`src/rtl/uart_rx_cfg.sv`:
```
// rtl/uart_rx_cfg.sv - configurable UART receiver with valid/ready output and error status
`timescale 1ns/1ps

module uart_rx_cfg #(
  parameter int CLK_FREQ  = 50_000_000,
  parameter int BAUD_RATE = 115200,
  parameter int DATA_BITS = 8,
  parameter int PARITY    = 0,
  parameter int STOP_BITS = 1
) (
  input  logic                 clk,
  input  logic                 rst_n,
  input  logic                 rx_en,
  input  logic                 rx,
  output logic [DATA_BITS-1:0] data,
  output logic                 valid,
  input  logic                 ready,
  output logic                 frame_err,
  output logic                 parity_err,
  output logic                 overrun,
  output logic                 busy
);

  localparam int N    = CLK_FREQ / BAUD_RATE;
  localparam int HALF = N / 2;
  localparam int CW   = $clog2(N);

  localparam logic [CW-1:0] HALF_M1   = CW'(HALF - 1);
  localparam logic [CW-1:0] N_M1      = CW'(N - 1);
  localparam logic [3:0]    LAST_DATA = 4'(DATA_BITS - 1);
  localparam logic [3:0]    LAST_STOP = 4'(STOP_BITS - 1);

  if (DATA_BITS < 5 || DATA_BITS > 9 || PARITY < 0 || PARITY > 2 ||
      (STOP_BITS != 1 && STOP_BITS != 2) || N < 4) begin : g_param_err
    $error("uart_rx_cfg: illegal parameter combination");
  end

  typedef enum logic [2:0] {IDLE, START, DATA, PAR, STOP} state_t;

  state_t                 state_q;
  logic                   rx_meta_q, rx_s_q, rx_prev_q;
  logic [CW-1:0]          cnt_q;
  logic [3:0]             bit_q;
  logic [DATA_BITS-1:0]   shift_q;
  logic                   par_err_q, fe_acc_q;
  logic [DATA_BITS-1:0]   data_q;
  logic                   valid_q, frame_err_q, parity_err_q, overrun_q;

  logic [CW-1:0] cnt_tgt;
  logic          tick;
  logic          stop_fe;
  logic          drop;

  always_comb begin
    cnt_tgt = (state_q == START) ? HALF_M1 : N_M1;
    tick    = (cnt_q == cnt_tgt);
    stop_fe = fe_acc_q | ~rx_s_q;
    drop    = valid_q & ~ready;
  end

  always_ff @(posedge clk or negedge rst_n) begin
    if (!rst_n) begin
      state_q      <= IDLE;
      rx_meta_q    <= 1'b1;
      rx_s_q       <= 1'b1;
      rx_prev_q    <= 1'b1;
      cnt_q        <= '0;
      bit_q        <= '0;
      shift_q      <= '0;
      par_err_q    <= 1'b0;
      fe_acc_q     <= 1'b0;
      data_q       <= '0;
      valid_q      <= 1'b0;
      frame_err_q  <= 1'b0;
      parity_err_q <= 1'b0;
      overrun_q    <= 1'b0;
    end else begin
      rx_meta_q <= rx;
      rx_s_q    <= rx_meta_q;
      rx_prev_q <= rx_s_q;

      if (state_q == IDLE || tick) cnt_q <= '0;
      else                         cnt_q <= cnt_q + 1'b1;

      // A completion in the same cycle overrides this consume below.
      if (valid_q && ready) begin
        valid_q   <= 1'b0;
        overrun_q <= 1'b0;
      end

      case (state_q)
        IDLE: begin
          if (rx_en && rx_prev_q && !rx_s_q) state_q <= START;
        end
        START: begin
          if (tick) begin
            if (rx_s_q) state_q <= IDLE;
            else begin
              state_q <= DATA;
              bit_q   <= '0;
            end
          end
        end
        DATA: begin
          if (tick) begin
            shift_q <= {rx_s_q, shift_q[DATA_BITS-1:1]};
            if (bit_q == LAST_DATA) begin
              bit_q    <= '0;
              fe_acc_q <= 1'b0;
              state_q  <= (PARITY != 0) ? PAR : STOP;
            end else begin
              bit_q <= bit_q + 4'd1;
            end
          end
        end
        PAR: begin
          if (tick) begin
            par_err_q <= (PARITY == 1) ? ~((^shift_q) ^ rx_s_q) : ((^shift_q) ^ rx_s_q);
            state_q   <= STOP;
          end
        end
        STOP: begin
          if (tick) begin
            fe_acc_q <= stop_fe;
            if (bit_q == LAST_STOP) begin
              state_q <= IDLE;
              bit_q   <= '0;
              if (!drop) begin
                data_q       <= shift_q;
                frame_err_q  <= stop_fe;
                parity_err_q <= (PARITY != 0) ? par_err_q : 1'b0;
                valid_q      <= 1'b1;
                overrun_q    <= 1'b0;
              end else begin
                overrun_q <= 1'b1;
              end
            end else begin
              bit_q <= bit_q + 4'd1;
            end
          end
        end
        default: state_q <= IDLE;
      endcase
    end
  end

  assign data       = data_q;
  assign valid      = valid_q;
  assign frame_err  = frame_err_q;
  assign parity_err = parity_err_q;
  assign overrun    = overrun_q;
  assign busy       = (state_q != IDLE);

endmodule

```
`config.mk`:
```
export PLATFORM = sky130hd
export DESIGN_NAME = uart_rx_cfg
export DESIGN_NICKNAME = d
export VERILOG_FILES = /design/src/rtl/uart_rx_cfg.sv
export SDC_FILE = /design/constraint.sdc
export NUM_CORES = 1
export LEC_CHECK = 0
export BUFFER_PORTS_ARGS = -buffer_cell sky130_fd_sc_hd__buf_2
export CAP_MARGIN = 40
export CORE_ASPECT_RATIO = 0.9
export CORE_UTILIZATION = 59
export DETAILED_ROUTE_END_ITERATION = 8
export HOLD_SLACK_MARGIN = 0.1
export MAX_ROUTING_LAYER = met4
export PLACE_DENSITY = 0.79
export SETUP_SLACK_MARGIN = 0.05
export SLEW_MARGIN = 10
export SYNTH_ARGS = -nofsm -noshare
export SYNTH_HDL_FRONTEND = slang
export SYNTH_SLANG_ARGS = --single-unit
```
`constraint.sdc`:
```
create_clock -name clk -period 6.1 [get_ports clk]
set_input_delay 0.305 -clock clk [delete_from_list [all_inputs] [get_ports clk]]
set_output_delay 0.305 -clock clk [all_outputs]
set_load 0.02 [all_outputs]
```
# After elaboration in Yosys (flattened, before gate mapping)
# Cells that the tools add are included.
[op_classes]
n_addsub = 2
eq_ne = 14
muxes = 32
bitwise_logic = 5
n_reduce_logical = 15
[ops]
columns = ["operator", "n"]
rows = [
  ["4-bit two-way mux", 6],
  ["3-bit two-way mux", 7],
  ["9-bit two-way mux", 2],
  ["3-bit case mux with 5 select lines", 1],
  ["2-bit != test (second input constant)", 7],
  ["1-bit two-way mux", 13],
  ["4-bit case mux with 3 select lines", 1],
  ["9-bit by 1-bit adder with 9-bit output (second input constant)", 1],
  ["9-bit == test", 1],
  ["4-bit AND reduction", 2],
  ["7-bit AND reduction", 1],
  ["3-bit by 2-bit == test with 1-bit output (second input constant)", 2],
  ["3-bit nonzero test", 2],
  ["5-bit AND reduction", 1],
  ["4-bit by 1-bit adder with 4-bit output (second input constant)", 1],
  ["4-bit by 3-bit == test with 1-bit output (second input constant)", 1],
  ["4-bit logical NOT", 1],
  ["3-bit by 1-bit == test with 1-bit output (second input constant)", 1],
  ["3-bit == test (second input constant)", 1],
  ["1-bit logical AND", 3],
  ["3-bit logical NOT", 1],
  ["1-bit inverter", 3],
  ["2-bit two-way mux", 1],
  ["2-bit by 1-bit != test with 1-bit output (second input constant)", 1],
  ["7 further kinds", 7],
]
[totals]
register_bits = 39
inputBits = 5
output_inout_bits = 13
wordCells = 80

# Logic depth before layout (Yosys ltp)
[depth]
word_depth = 6
ltp_mapped = 7
ltp_nobuf = 7

# Least setup slack after synthesis
# OpenSTA, ideal clock, no wires.
[synth_path]
kind = "register to register"
startpoint = "register bit_q[0]"
endpoint = "register data_q[0] (netlist: data[0])"
arrival_ps = 1896
slack_ps = 4079
path_stages_with_launch = 8
path_cell_list = "dfrtp_1 -> inv_1 -> ha_1 -> or3b_2 -> nand2b_1 -> nor3b_2 -> buf_6 -> mux2_2"
[synth_between]
elab_chain_len = 2
[synth_lines]
columns = ["element", "line", "source"]
rows = [
  ["from (decl)", "43", "logic [3:0] bit_q;"],
  ["from (signal assigned)", "112", "bit_q <= bit_q + 4'd1;"],
  ["from (signal assigned)", "138", "bit_q <= bit_q + 4'd1;"],
  ["4-bit logical NOT", "125", "if (bit_q == LAST_STOP) begin"],
  ["4-bit AND reduction (no line)", "-", ""],
  ["to (signal assigned)", "129", "data_q <= shift_q;"],
  ["to (decl)", "46", "logic [DATA_BITS-1:0] data_q;"],
]
# Every way passes these cells.
# A chain may end at the register's enable or synchronous reset.

# Final worst setup path
[layout_path]
startpoint = "register bit_q[0]"
endpoint = "register data_q[1] (netlist: data[1])"
# Same word-level chain as after synthesis.

==> flow_results.xml <==
<?xml version="1.0" encoding="UTF-8"?>
<metrics>
  <group name="setup_path">
    <metric name="crit_chain" unit="">inv_1 &gt; ha_1 &gt; or3b_2 &gt; nand2b_1 &gt; nor3b_2 &gt; mux2_2</metric>
    <metric name="endpoint_kind" unit="">flip-flop</metric>
    <metric name="worstSetupPathType" unit="">flip-flop to flip-flop</metric>
    <metric name="critPathBufInv" unit="">1</metric>
    <metric name="max_stage_delay" unit="ns">0.63</metric>
    <metric name="timing.critical_path.max_delay_family" unit="">simple AND/OR/NAND/NOR gates</metric>
    <metric name="worstPathArrival" unit="ns">2.74</metric>
    <metric name="startpoint_types" unit="">flip-flop</metric>
    <metric name="highest_fanout_seen_on_the_critical_path" unit="">9</metric>
    <metric name="cp_slowest_cell" unit="">sky130_fd_sc_hd__nor3b_2</metric>
    <metric name="crit_required" unit="ns">6.33</metric>
  </group>
  <group name="cts">
    <metric name="tritoncts" unit="">yes</metric>
    <metric name="cts_num_sinks" unit="">39</metric>
    <metric name="clkLatencyLatePin" unit="ns">0.35</metric>
    <metric name="max-clock-path-buffers" unit="">2</metric>
    <metric name="path_clk_slew" unit="ns">0.12</metric>
    <metric name="cts_resized" unit="">0</metric>
    <metric name="cts_max_level" unit="">2</metric>
    <metric name="root_buffer" unit="">sky130_fd_sc_hd__clkbuf_4</metric>
    <metric name="numCtsBuffers" unit="">5</metric>
  </group>
  <group name="logic_synthesis">
    <metric name="synth_seq_cells" unit="">39</metric>
    <metric name="post_synth_edffs" unit="">0</metric>
    <metric name="synth_fa_ha_area_share" unit="%">2.00</metric>
    <metric name="yosys.area_share.simple" unit="%">19.2</metric>
    <metric name="syn_avg_cell_area" unit="sq um">11.6</metric>
    <metric name="synth_async_reset_ratio" unit="%">100</metric>
    <metric name="ys_top_cells_by_area" unit="">sky130_fd_sc_hd__dfrtp_1, sky130_fd_sc_hd__mux2_4, sky130_fd_sc_hd__mux2_2, sky130_fd_sc_hd__dfstp_2, sky130_fd_sc_hd__nor2_1</metric>
    <metric name="synth_top_cell_area_share" unit="%">48.1</metric>
    <metric name="yosys-mux-area-fraction" unit="%">11.8</metric>
    <metric name="synth_compound_area_share" unit="%">6.81</metric>
    <metric name="synth_flop_cell" unit="">sky130_fd_sc_hd__dfrtp_1</metric>
    <metric name="synth_xor_xnor_area_share" unit="%">3.27</metric>
    <metric name="post_synth_num_cell_types" unit="">44</metric>
    <metric name="ys_seq_area_share" unit="%">52.3</metric>
    <metric name="combinational_family_with_the_most_area_after_synthesis" unit="">simple AND/OR/NAND/NOR gates</metric>
    <metric name="synthesis.nets" unit="">169</metric>
    <metric name="synth_largest_area_cell" unit="">sky130_fd_sc_hd__dfrtp_1</metric>
    <metric name="synthesis.yosys.warnings" unit="">0</metric>
    <metric name="syn_std_cell_area" unit="sq um">1870</metric>
    <metric name="netlist_instances" unit="">161</metric>
  </group>
  <group name="power">
    <metric name="p_per_area" unit="nW/um^2">260</metric>
    <metric name="leakage" unit="uW">0.00101</metric>
    <metric name="ir_drop" unit="uV">153</metric>
  </group>
  <group name="timing">
    <metric name="timing_max_transition_violations_final" unit="">0</metric>
    <metric name="tightestPinTransition" unit="ns">0.819</metric>
    <metric name="setup-violations-final" unit="">0</metric>
    <metric name="post-route-period-util" unit="%">41.1</metric>
    <metric name="min_period" unit="ns">2.51</metric>
    <metric name="normalized_max_slew_margin" unit="%">45.4</metric>
    <metric name="setup_repair_after_global_routing_missed_its_margin" unit="">no</metric>
    <metric name="fin_hold_ws" unit="ns">0.299</metric>
    <metric name="final_hold_violations" unit="">0</metric>
    <metric name="setup_tns" unit="ns">0</metric>
    <metric name="clock.fmax" unit="MHz">399</metric>
    <metric name="clock-skew-final" unit="ns">0.0140</metric>
  </group>
  <group name="final_layout">
    <metric name="fraction_of_layout_cells_with_a_size_suffix_above_1" unit="%">27.9</metric>
    <metric name="final_design_area_no_fill" unit="sq um">2050</metric>
    <metric name="final_net_count" unit="">186</metric>
    <metric name="final_core_utilization" unit="%">67.3</metric>
    <metric name="fill_cells" unit="">247</metric>
    <metric name="antenna_cells_inserted" unit="">0</metric>
    <metric name="multi_input_area" unit="sq um">811</metric>
    <metric name="area.sequential" unit="sq um">980</metric>
    <metric name="area_growth" unit="%">9.35</metric>
  </group>
  <group name="grt">
    <metric name="grt_pass1_vias" unit="">1192</metric>
    <metric name="grt_start_max_net_pins" unit="">40</metric>
    <metric name="grt_pass1_wl" unit="mm">5.33</metric>
    <metric name="grt_antenna_before_repair" unit="">0</metric>
    <metric name="grt_remaining_overflow" unit="">0</metric>
    <metric name="global_route.usage.total" unit="%">22.1</metric>
  </group>
  <group name="detailed_routing">
    <metric name="via_per_inst" unit="">5.57</metric>
    <metric name="number_of_design_rule_violations_left_by_the_first_detailed_router_iteration" unit="">43</metric>
    <metric name="drt-wirelength-per-cell" unit="um">14.1</metric>
    <metric name="detailedRoute.firstPassIterationCount" unit="">4</metric>
    <metric name="drt.antenna.violating_nets" unit="">0</metric>
    <metric name="drcViolationCount" unit="">0</metric>
    <metric name="postRouteWirelength" unit="mm">3.12</metric>
    <metric name="via_count" unit="">1231</metric>
  </group>
  <group name="placed_design">
    <metric name="globalplace.congestion" unit="">0.831</metric>
    <metric name="io_buffers" unit="">16</metric>
    <metric name="postPlaceCellArea" unit="sq um">1940</metric>
    <metric name="place_hpwl" unit="mm">2.26</metric>
  </group>
  <group name="die">
    <metric name="horizontal_die_dimension" unit="um">61.4</metric>
    <metric name="die_h" unit="um">55.5</metric>
    <metric name="ios" unit="">18</metric>
    <metric name="effective_utilization_at_floorplan" unit="%">61.6</metric>
    <metric name="core_box_area" unit="sq um">3040</metric>
    <metric name="dieArea" unit="sq um">3400</metric>
    <metric name="placementRows" unit="">19</metric>
  </group>
  <group name="flow_run">
    <metric name="cap_viol_max_count" unit="">0</metric>
  </group>
  <group name="hold_path">
    <metric name="hp-class" unit="">input pin to flip-flop</metric>
  </group>
  <group name="status">
    <metric name="status" unit="">finished clean</metric>
  </group>
</metrics>
==> flip-flops by register name, summed over array words and instances, names as in the netlist <==
register and flops:
bit_q 4, shift_q 8, overrun 1, valid 1
cnt_q 9, data 8, rx_prev_q 1, state_q 3
rx_s_q 1, rx_meta_q 1, fe_acc_q 1, frame_err 1
==> cell families after synthesis <==
group | Yosys count
adder cells (fa/ha/maj) | 3
AND/OR/NAND/NOR | 63
AO/OA/AOI/OAI | 18
flip-flops | 39
XOR/XNOR | 7
multiplexers | 17
buffers and inverters | 13
other | 1
==> what timing repair did <==
item                       4_1_cts  5_1_grt
hold buffers                     2        0
setup endpoints to repair        0        0
hold endpoints to repair        37        0
buffers inserted                 0        0
==> routing by layer <==
| metal | part of all wire (%) | GRT usage (%) |
|---|---|---|
| met5 | 0 | - |
| met4 | 2.1 | 7.62 |
| met3 | 3.2 | 7.03 |
| met2 | 49 | 33.5 |
| met1 | 46 | 27.9 |
==> area by class of cell <==
cell class / count / area share (%)
sequential: 39 / 47.8
multi-input combinational: 109 / 39.6
timing repair buffer: 18 / 4.89
tap: 42 / 2.57
clock buffer: 6 / 2.50
clock inverter: 2 / 1.71
inverter: 5 / 0.916
==> worst min-delay path, stage by stage <==
cell	delay, ns
sky130_fd_sc_hd__buf_2	0.09
sky130_fd_sc_hd__nand2b_1	0.11
sky130_fd_sc_hd__o21ai_0	0.10
==> placed cells by master, fill, tap and decap left out, types with 2 or more instances in the layout <==
cell,instances
sky130_fd_sc_hd__a21oi_1,3
sky130_fd_sc_hd__and2_1,2
sky130_fd_sc_hd__and3_1,2
sky130_fd_sc_hd__buf_2,16
sky130_fd_sc_hd__clkbuf_4,5
sky130_fd_sc_hd__dfrtp_1,36
sky130_fd_sc_hd__dfstp_2,3
sky130_fd_sc_hd__dlygate4sd3_1,2
sky130_fd_sc_hd__ha_1,3
sky130_fd_sc_hd__inv_1,5
sky130_fd_sc_hd__mux2_2,9
sky130_fd_sc_hd__mux2_4,8
sky130_fd_sc_hd__nand2_1,12
sky130_fd_sc_hd__nand2b_1,2
sky130_fd_sc_hd__nand3_1,5
sky130_fd_sc_hd__nand3b_1,2
sky130_fd_sc_hd__nand4_1,3
sky130_fd_sc_hd__nor2_1,14
sky130_fd_sc_hd__nor2b_1,2
sky130_fd_sc_hd__nor3_1,3
sky130_fd_sc_hd__nor3b_1,2
sky130_fd_sc_hd__o21ai_0,6
sky130_fd_sc_hd__or3_1,3
sky130_fd_sc_hd__or3b_1,2
sky130_fd_sc_hd__or3b_2,2
sky130_fd_sc_hd__xnor2_1,2
sky130_fd_sc_hd__xor2_1,5
==> cell usage after synthesis, drive strengths merged, types with 2 or more instances <==
| library cell | n |
|---|---|
| nand4 | 3 |
| ha | 3 |
| mux2 | 17 |
| nor3b | 3 |
| nand3b | 2 |
| a21oi | 3 |
| inv | 5 |
| buf | 8 |
| nor2 | 14 |
| dfstp | 3 |
| nand3 | 5 |
| or3 | 3 |
| and3 | 2 |
| dfrtp | 36 |
| nand2b | 2 |
| o21ai | 6 |
| nand2 | 12 |
| nor2b | 2 |
| xor2 | 5 |
| nor3 | 3 |
| xnor2 | 2 |
| or3b | 4 |
| and2 | 2 |
==> through the flow <==
step / worst slack [ns] / power (uW) / instances
2_1_floorplan: 4.08 / 336 / 161
3_3_place_gp: 3.71 / 352 / 211
3_5_place_dp: 3.57 / 355 / 211
4_1_cts: 3.53 / 535 / 221
5_1_grt: 3.44 / 558 / 221
6_report: 3.59 / 532 / 221
==> worst paths after layout <==
path,from,end,slack [ns],cells after the start
max in group asynchronous,rst_n,shift_q[0]$_DFFE_PN0P_,5.00,2
min in group asynchronous,rst_n,cnt_q[2]$_DFF_PN0_,0.58,2
worst min-delay path,ready,valid$_DFF_PN0_,0.30,3
worst min register to register,rx_meta_q$_DFF_PN1_,rx_s_q$_DFF_PN1_,0.36,0
worst max register to register,bit_q[0]$_DFFE_PN0P_,data[1]$_DFFE_PN0P_,3.59,6
worst max-delay path,bit_q[0]$_DFFE_PN0P_,data[1]$_DFFE_PN0P_,3.59,6
==> power breakdown <==
group	internal, uW	switching, uW
Clock	96.8	82.9
Combinational	24.6	29.4
Sequential	274	24.0
Total	395	136
(Power assumes the default switching activity.)
